**src/rtl/bus_arbiter8.sv**
```systemverilog
// Round-robin arbiter for eight requesters sharing one 8:1 mux path.
// Grants are registered; an owner is released on done, a dropped request, or hold expiry.
module bus_arbiter8 #(
  parameter int unsigned MAX_HOLD = 16
) (
  input  logic       clk,
  input  logic       reset,
  input  logic [7:0] req,
  input  logic       done,
  output logic [7:0] gnt,
  output logic [2:0] sel,
  output logic       busy,
  output logic       timeout
);

  typedef enum logic {IDLE, GRANT} state_t;

  state_t      state_q, state_d;
  logic [7:0]  gnt_q, gnt_d;
  logic [2:0]  sel_q, sel_d;
  logic        busy_q, busy_d;
  logic        timeout_q, timeout_d;
  logic [7:0]  hold_cnt_q, hold_cnt_d;
  logic [2:0]  last_q, last_d;

  logic [3:0]  pick_idle, pick_rel;
  logic        owner_req, hold_expired, release_now;

  // Returns {found, index} of the first set bit searching base+1 .. base+8 (mod 8).
  function automatic logic [3:0] rr_pick(input logic [7:0] r, input logic [2:0] base);
    logic       found;
    logic [2:0] idx;
    logic [2:0] cand;
    found = 1'b0;
    idx   = 3'd0;
    for (int k = 1; k <= 8; k++) begin
      cand = base + 3'(k);
      if (!found && r[cand]) begin
        found = 1'b1;
        idx   = cand;
      end
    end
    return {found, idx};
  endfunction

  always_comb begin
    state_d      = state_q;
    gnt_d        = gnt_q;
    sel_d        = sel_q;
    busy_d       = busy_q;
    timeout_d    = 1'b0;
    hold_cnt_d   = hold_cnt_q;
    last_d       = last_q;

    owner_req    = req[sel_q];
    hold_expired = (hold_cnt_q == 8'(MAX_HOLD - 1));
    release_now  = done || !owner_req || hold_expired;
    pick_idle    = rr_pick(req, last_q);
    // The departing owner is masked so a timed-out sole requester sees one idle cycle.
    pick_rel     = rr_pick(req & ~(8'(1) << sel_q), sel_q);

    case (state_q)
      IDLE: begin
        if (pick_idle[3]) begin
          state_d    = GRANT;
          gnt_d      = 8'(1) << pick_idle[2:0];
          sel_d      = pick_idle[2:0];
          busy_d     = 1'b1;
          hold_cnt_d = 8'd0;
          last_d     = pick_idle[2:0];
        end else begin
          gnt_d  = 8'd0;
          busy_d = 1'b0;
        end
      end
      GRANT: begin
        if (release_now) begin
          timeout_d = hold_expired && !done && owner_req;
          if (pick_rel[3]) begin
            gnt_d      = 8'(1) << pick_rel[2:0];
            sel_d      = pick_rel[2:0];
            busy_d     = 1'b1;
            hold_cnt_d = 8'd0;
            last_d     = pick_rel[2:0];
          end else begin
            state_d = IDLE;
            gnt_d   = 8'd0;
            busy_d  = 1'b0;
          end
        end else if (hold_cnt_q != 8'hFF) begin
          hold_cnt_d = hold_cnt_q + 8'd1;
        end
      end
      default: begin
        state_d = IDLE;
        gnt_d   = 8'd0;
        busy_d  = 1'b0;
      end
    endcase
  end

  always_ff @(posedge clk or posedge reset) begin
    if (reset) begin
      state_q    <= IDLE;
      gnt_q      <= 8'd0;
      sel_q      <= 3'd0;
      busy_q     <= 1'b0;
      timeout_q  <= 1'b0;
      hold_cnt_q <= 8'd0;
      last_q     <= 3'd7;
    end else begin
      state_q    <= state_d;
      gnt_q      <= gnt_d;
      sel_q      <= sel_d;
      busy_q     <= busy_d;
      timeout_q  <= timeout_d;
      hold_cnt_q <= hold_cnt_d;
      last_q     <= last_d;
    end
  end

  assign gnt     = gnt_q;
  assign sel     = sel_q;
  assign busy    = busy_q;
  assign timeout = timeout_q;

endmodule

```
**config.mk**
```make
export PLATFORM = sky130hd
export DESIGN_NAME = bus_arbiter8
export DESIGN_NICKNAME = d
export VERILOG_FILES = /design/src/rtl/bus_arbiter8.sv
export SDC_FILE = /design/constraint.sdc
export NUM_CORES = 1
export LEC_CHECK = 0
export ABC_AREA = 1
export CORE_UTILIZATION = 59
export CTS_BUF_LIST = sky130_fd_sc_hd__clkbuf_8 sky130_fd_sc_hd__clkbuf_16
export DETAILED_ROUTE_END_ITERATION = 8
export PLACE_DENSITY = 0.81
export RECOVER_POWER = 25
export SKIP_CTS_REPAIR_TIMING = 1
export SLEW_MARGIN = 20
export SYNTH_ARGS = -nofsm -noshare
export SYNTH_HDL_FRONTEND = slang
export SYNTH_SLANG_ARGS = --single-unit
```
**constraint.sdc**
```tcl
create_clock -name clk -period 7.39 [get_ports clk]
set_clock_uncertainty 0.05 [all_clocks]
set_input_delay 2.217 -clock clk [delete_from_list [all_inputs] [get_ports clk]]
set_output_delay 2.217 -clock clk [all_outputs]
set_load 0.02 [all_outputs]
```
==> impl_metrics.tcl, run 1 <==
set metrics [dict create \
    status "finished, final reports clean" \
    timing.setup.tns_ns 0 \
    setup_viol 0 \
    synth_seq_cells 25 \
    die-area_um2 5450 \
    cts_buffers 3 \
    htreeDepth 1 \
    grt_start_max_net_pins 26 \
    grt-ovfl-total 0 \
    fillCellCount 449 \
    synthArstFlopShare_pct 100 \
    synthFlopType "dfrtp_1" \
    core.rowCount 25 \
    yosysWarnings 0 \
    gp_congestion 0.929 \
    setup_ws_ns 2.92 \
    initial_core_util_pct 62.8 \
    grt_pass1_vias 3004 \
    cts_num_sinks 25 \
    grt_antenna_before_repair 0 \
    drt-total-wl_um 7550 \
    fmax_ghz 0.223 \
    synth_area_leader_cell "dfrtp_1" \
    drv_slew 0 \
    worstPathArrival_ns 4.59 \
    min_period_ns 4.47 \
    netlist_instances 505 \
    antenna_cells 0 \
    dr.pass1.iters 6 \
    synth_commonest_cells "nand2_1, nand3_1, nor2_1" \
    clk_path_buf_depth 2 \
    seq_area_frac_synth_pct 20.7 \
    vias 3281 \
    instances_no_fill 586 \
    synthTopCellsByArea "dfrtp_1, nand2_1, nand3_1" \
    grt_pass1_wl_um 13200 \
    rsz0062_at_grt "false" \
    ios 24 \
    max_slew_margin_pct 36.3 \
    synth_fp_nets 526 \
    critPathKind "in2reg" \
    syn2layout_area_growth_pct 8.68 \
    die_x_um 73.8 \
    drt_iter0_drc 298 \
    cts_tree "yes" \
    track_usage_pct 30.3 \
    path_max_fanout 17 \
    post-dp-hpwl_um 5820 \
    drc_errors 0 \
    clk_latency_ns 0.28 \
    tightest_slew_ns 0.955 \
    dpl_worst_slack_ns 2.59 \
    final_cell_area_um2 3310 \
    hold_viol_final 0 \
    finalCritPeriodShare_pct 60.6 \
    synth_edf_count 0 \
    maxCapViolCount 0 \
    seqCellArea_um2 629 \
    syn_area_um2 3040 \
    port_buffers 23 \
    cp_data_required_time_ns 7.50 \
    root_buffer "clkbuf_8" \
    die_y_um 73.8 \
    hold_class "reg2reg" \
    cp-start-kind "primary input" \
    wl_per_cell_um 12.9 \
    placed_cell_area_um2 3260 \
    yosysTopAreaCellShare_pct 18.1 \
    synth.avg_cell_area_um2 6.03 \
    endpoint_kind "register" \
    core_um2 4850 \
    ant_nets 0 \
    drive_gt1_share_pct 11.9 \
    synth_most_common_cell "nand2_1" \
    ys_types 42 \
    nets 541 \
    clkTransAtPathRegs_ns 0.10 \
    multi_input_area_um2 2120 \
    avgViaCountPerCell 5.60 \
    placed_cells 582 \
]
-- stage by stage --
stage               hold slack, ns  utilization [%]
global placement             0.423             67.2
global route                 0.483             68.2
detailed placement           0.428             67.2
finish                       0.450             68.2
CTS                          0.449             68.2
floorplan                    0.453                -
-- critical path: stages --
cell and delay [ns]:
clkdlybuf4s50_1 0.57, nor2_1 0.07, nor3_1 0.13, o21ai_0 0.11, a41oi_1 0.32, nand2_1 0.26
nor2_2 0.26, inv_2 0.17, nand2_1 0.09, inv_1 0.04, nand2_1 0.08, inv_2 0.08
nand3_1 0.10, o21ai_0 0.08
-- worst paths after layout --
check                                end  cells after the start  slack, ns  startpoint
min in group asynchronous         gnt[2]                      2       2.53       reset
setup reg to reg           hold_cnt_q[2]                     14       3.73      sel[0]
hold / removal                      busy                      2       0.45        busy
max in group asynchronous        state_q                      2       4.17       reset
setup / recovery                  sel[0]                     14       2.92      req[4]
hold reg to reg                     busy                      2       0.45        busy
-- sequential cells by signal (all words and copies together) (netlist names) --
register    count
gnt             8
state_q         1
hold_cnt_q      8
last_q          3
sel             3
timeout         1
busy            1
-- layer usage --
metal  vias to the layer above  track usage, %  share of wire (%)
met2                        96            53.8                 47
met3                        11            3.29                4.5
met5                         -               0                  0
met4                         0            4.49               0.86
met1                      1497            40.3                 47
li1                       1677               -                  -
-- cell families after synthesis --
logic type	after synthesis	share of synthesized area (%)
buffers and inverters	64	9.58
and+or+nand+nor	364	56.1
adders and majority gates	10	4.11
AOI/OAI and AO/OA	33	6.95
xor gates and xnor gates	9	2.59
DFF	25	20.7
-- cell type report --
type	instances	share of cell area (%)
Timing Repair Buffer	23	6.96
Multi-Input combinational cell	416	64.2
Sequential cell	25	19.0
Tap cell	67	2.53
Clock buffer	3	1.25
Inverter	51	5.83
Clock inverter	1	0.227
-- layout by cell type (no fill, tap or decap), types with 7 or more instances in the layout --
master / count
nor2_1: 74
nand2_1: 142
inv_2: 12
o21ai_0: 15
nand3_1: 99
clkdlybuf4s50_1: 22
inv_1: 37
nand2_2: 11
nand3_2: 7
ha_1: 10
nand4_1: 7
dfrtp_1: 22
Power of run 1 is left out: the tool's default activity adds up to more than one toggle a clock period on the data nets, which glitch-free logic cannot reach.
==> run 2, diff against run 1 <==
- CORE_UTILIZATION: 59 -> 54
- PLACE_DENSITY: 0.81 -> 0.78
- clock period: 7.39 -> 3.71 ns (I/O delays scaled with it)
==> impl_metrics.tcl, run 2 (synthesized netlist as in run 1, its figures left out) <==
set metrics [dict create \
    status "finished, final reports clean" \
    cts_buffers 3 \
    r2r-end "gnt[2]" \
    rsz0062_at_grt "false" \
    setup_ws_ns 0.342 \
    timing.rr.start "last_q[0]" \
    drive_gt1_share_pct 12.8 \
    max_slew_margin_pct 39.5 \
    hold_path.startpoint "gnt[6]" \
    drt-total-wl_um 7650 \
    worstPathArrival_ns 3.53 \
    track_usage_pct 27.3 \
    port_buffers 23 \
    maxCapViolCount 0 \
    dpl_worst_slack_ns 0.0547 \
    setup_viol 0 \
    met3_length_um 428 \
    root_buffer "clkbuf_8" \
    grt_pass1_wl_um 13300 \
    antenna_cells 0 \
    cts_tree "yes" \
    core_um2 5270 \
    core.rowCount 26 \
    clk_latency_ns 0.28 \
    cts_num_sinks 25 \
    drt_iter0_drc 290 \
    whs_endpoint "gnt[6]" \
    whs_path_depth 2 \
    layout_common_cells "nand2_1, nand3_1, nor2_1, inv_1" \
    post-dp-hpwl_um 5890 \
    die_x_um 77.1 \
    min_period_ns 3.37 \
    initial_core_util_pct 57.7 \
    hold_viol_final 0 \
    met2WireLength_um 3500 \
    hold_class "reg2reg" \
    grt_antenna_before_repair 0 \
    cp-start-kind "primary input" \
    path_max_fanout 5 \
    nets 546 \
    tightest_slew_ns 0.901 \
    endpoint_kind "register" \
    timing.setup.tns_ns 0 \
    die-area_um2 5940 \
    layout_commonest_cell "nand2_1" \
    routed.top_layer "met4" \
    grt_start_max_net_pins 26 \
    gp_congestion 0.906 \
    finalCritPeriodShare_pct 90.8 \
    wl_per_cell_um 12.9 \
    ant_nets 0 \
    drv_slew 0 \
    ios 24 \
    dr.pass1.iters 5 \
    critPathKind "in2reg" \
    clkTransAtPathRegs_ns 0.10 \
    syn2layout_area_growth_pct 10.0 \
    reg2reg_depth 17 \
    grt-ovfl-total 0 \
    cp_data_required_time_ns 3.87 \
    grt_pass1_vias 2936 \
    worst-r2r-setup-slack_ns 0.49 \
    clk_path_buf_depth 2 \
    drc_errors 0 \
    die_y_um 77.1 \
    fmax_ghz 0.297 \
    vias 3310 \
    avgViaCountPerCell 5.57 \
    m1WireLength_um 3590 \
    htreeDepth 1 \
]
-- run 2: worst max path at each step --
stage / cells after the start / slack, ns / startpoint / to
finish: 13 / 0.34 / req[4] / gnt[0]
global route: 17 / 0.07 / last_q[0] / gnt[2]
CTS: 13 / 0.35 / req[4] / gnt[0]
detailed placement: 13 / 0.05 / req[4] / gnt[0]
global placement: 13 / 0.14 / req[6] / gnt[0]
floorplan: 18 / 0.77 / sel[0] / hold_cnt_q[7]
-- run 2: stage by stage --
step                area (um^2)  hold WS [ns]  util, %  std cells
floorplan                  3040         0.453        -        505
global placement           3300         0.443     62.6        590
detailed placement         3300         0.452     62.6        590
CTS                        3350         0.475     63.5        594
global route               3350         0.501     63.5        594
finish                     3350         0.466     63.5        594
-- run 2: critical path, stage by stage --
cell	delay, ns
clkdlybuf4s50_1	0.59
nand3_1	0.14
nand3_1	0.13
nand2_1	0.05
o21ai_0	0.43
nand4_1	0.26
clkinv_1	0.08
nand2_1	0.05
nand2_1	0.11
nand4_1	0.11
nor2_1	0.21
nand2_1	0.11
a21oi_2	0.13
-- run 2: area by class of cell --
| class | instances | area [um^2] |
|---|---|---|
| clock buffer | 3 | 41.3 |
| timing repair buffer | 28 | 268 |
| clock inverter | 1 | 7.51 |
| tap | 70 | 87.6 |
| sequential | 25 | 629 |
| fill | 496 | 1920 |
| multi-input combinational | 416 | 2120 |
| inverter | 51 | 193 |
-- run 2: per-layer routing --
metal	vias up	global-route usage (%)
met5	-	0
met1	1501	37.1
met3	12	3.10
li1	1683	-
met2	114	44.9
met4	0	9.25
Power of run 2 is left out for the same reason.
==> run 3, diff against run 2 <==
- CORE_UTILIZATION: 54 -> 59
- CTS_BUF_LIST: sky130_fd_sc_hd__clkbuf_8 sky130_fd_sc_hd__clkbuf_16 -> default
- PLACE_DENSITY: 0.78 -> 0.81
- SLEW_MARGIN: 20 -> 5
- clock period: 3.71 -> 3.8 ns (I/O delays scaled with it)
==> impl_metrics.tcl, run 3 (synthesized netlist as in run 1, its figures left out) <==
set metrics [dict create \
    cp_num_buf_inv 2 \
    grt_pass1_wl_um 12500 \
    grt_pass1_vias 2931 \
    clk_path_buf_depth 2 \
    hold_path.startpoint "busy" \
    drc_errors 0 \
    final_cell_area_um2 3350 \
    fillCellCount 459 \
    dr.pass1.iters 5 \
    avgViaCountPerCell 5.47 \
    tightest_slew_ns 0.959 \
    status "finished, final reports clean" \
    htreeDepth 1 \
    finalCritPeriodShare_pct 88.1 \
    cpPeakStageDelay_ns 0.60 \
    cts_tree "yes" \
    core_um2 4850 \
    nets 547 \
    drt_iter0_drc 235 \
    die_x_um 73.8 \
    layout_commonest_cell "nand2_1" \
    drv_slew 0 \
    endpoint_kind "register" \
    layout_common_cells "nand2_1, nand3_1, nor2_1, inv_1" \
    utilization_pct 69.1 \
    syn2layout_area_growth_pct 10.1 \
    reg2reg_depth 14 \
    drive_gt1_share_pct 13.0 \
    initial_core_util_pct 62.8 \
    r2r-end "hold_cnt_q[2]" \
    cp-start-kind "primary input" \
    grt-ovfl-total 0 \
    cp_data_required_time_ns 3.96 \
    hold_class "reg2reg" \
    slowest_stage "clkdlybuf4s50_1" \
    vias 3237 \
    hold_viol_final 0 \
    die_y_um 73.8 \
    gp_congestion 0.893 \
    holdWs_ns 0.433 \
    ios 24 \
    grt_start_max_net_pins 26 \
    worst-r2r-setup-slack_ns 0.58 \
    grt_antenna_before_repair 0 \
    setup_viol 0 \
    fmax_ghz 0.299 \
    die-area_um2 5450 \
    timing.setup.tns_ns 0 \
    rsz0062_at_grt "false" \
    clk_latency_ns 0.27 \
    whs_endpoint "busy" \
    antenna_cells 0 \
    clkTransAtPathRegs_ns 0.09 \
    cts_num_sinks 25 \
    min_period_ns 3.35 \
    cp_cell_sequence "clkdlybuf4s50_1 -> nand3_1 -> nand3_1 -> nand2_1 -> o21ai_0 -> nand4_1 -> clkinv_1 -> nand2_1 -> nand2_1 -> nand4_1 -> nor2_1 -> nand2_1 -> a21oi_2" \
    path_max_fanout 5 \
    maxCapViolCount 0 \
    root_buffer "clkbuf_8" \
    critPathKind "in2reg" \
    max_slew_margin_pct 36.0 \
    timing.rr.start "sel[1]" \
    placed_cell_area_um2 3300 \
    crit_family "simple AND/OR/NAND/NOR gates" \
    worstPathArrival_ns 3.51 \
    drt-total-wl_um 7280 \
    cts_buffers 3 \
    whs_path_depth 2 \
    post-dp-hpwl_um 5730 \
    wl_per_cell_um 12.3 \
    track_usage_pct 28.8 \
    crit_start "req[7]" \
    port_buffers 23 \
    core.rowCount 25 \
    critPathMostFrequentCell "nand2_1" \
    ant_nets 0 \
]
[run 3: tightest hold or removal path: stages, from the launching register on]
cell and delay, ns:
dfrtp_1 0.35, nand2_1 0.05, nand2_1 0.05
[run 3: worst max-delay path by stage]
stage / endpoint / slack (ns) / cells after the start
floorplan: hold_cnt_q[7] / 0.86 / 18
global placement: gnt[0] / 0.23 / 13
detailed placement: gnt[2] / 0.20 / 13
CTS: gnt[2] / 0.50 / 13
global route: gnt[3] / 0.21 / 16
finish: gnt[0] / 0.45 / 13
[run 3: area by class of cell]
type | instances | area [um^2] | share of cell area [%]
Timing Repair Buffer | 29 | 275 | 8.22
Clock inverter | 1 | 5.00 | 0.149
Sequential cell | 25 | 629 | 18.8
Multi-Input combinational cell | 416 | 2120 | 63.4
Tap cell | 67 | 83.8 | 2.50
Inverter | 51 | 193 | 5.75
Clock buffer | 3 | 41.3 | 1.23
[run 3: per-layer routing]
metal  share of wire, %  GRT usage [%]  vias to the layer above
met1                 48           38.3                     1466
met5                  0              0                        -
met4               0.97           5.56                        0
li1                   -              -                     1687
met3                3.6           3.02                        8
met2                 47           50.6                       76
[run 3: through the flow]
step	cells	setup WS, ns
CTS	592	0.498
global route	592	0.210
detailed placement	588	0.196
floorplan	505	0.860
finish	592	0.453
global placement	588	0.227
Power of run 3 is left out for the same reason.
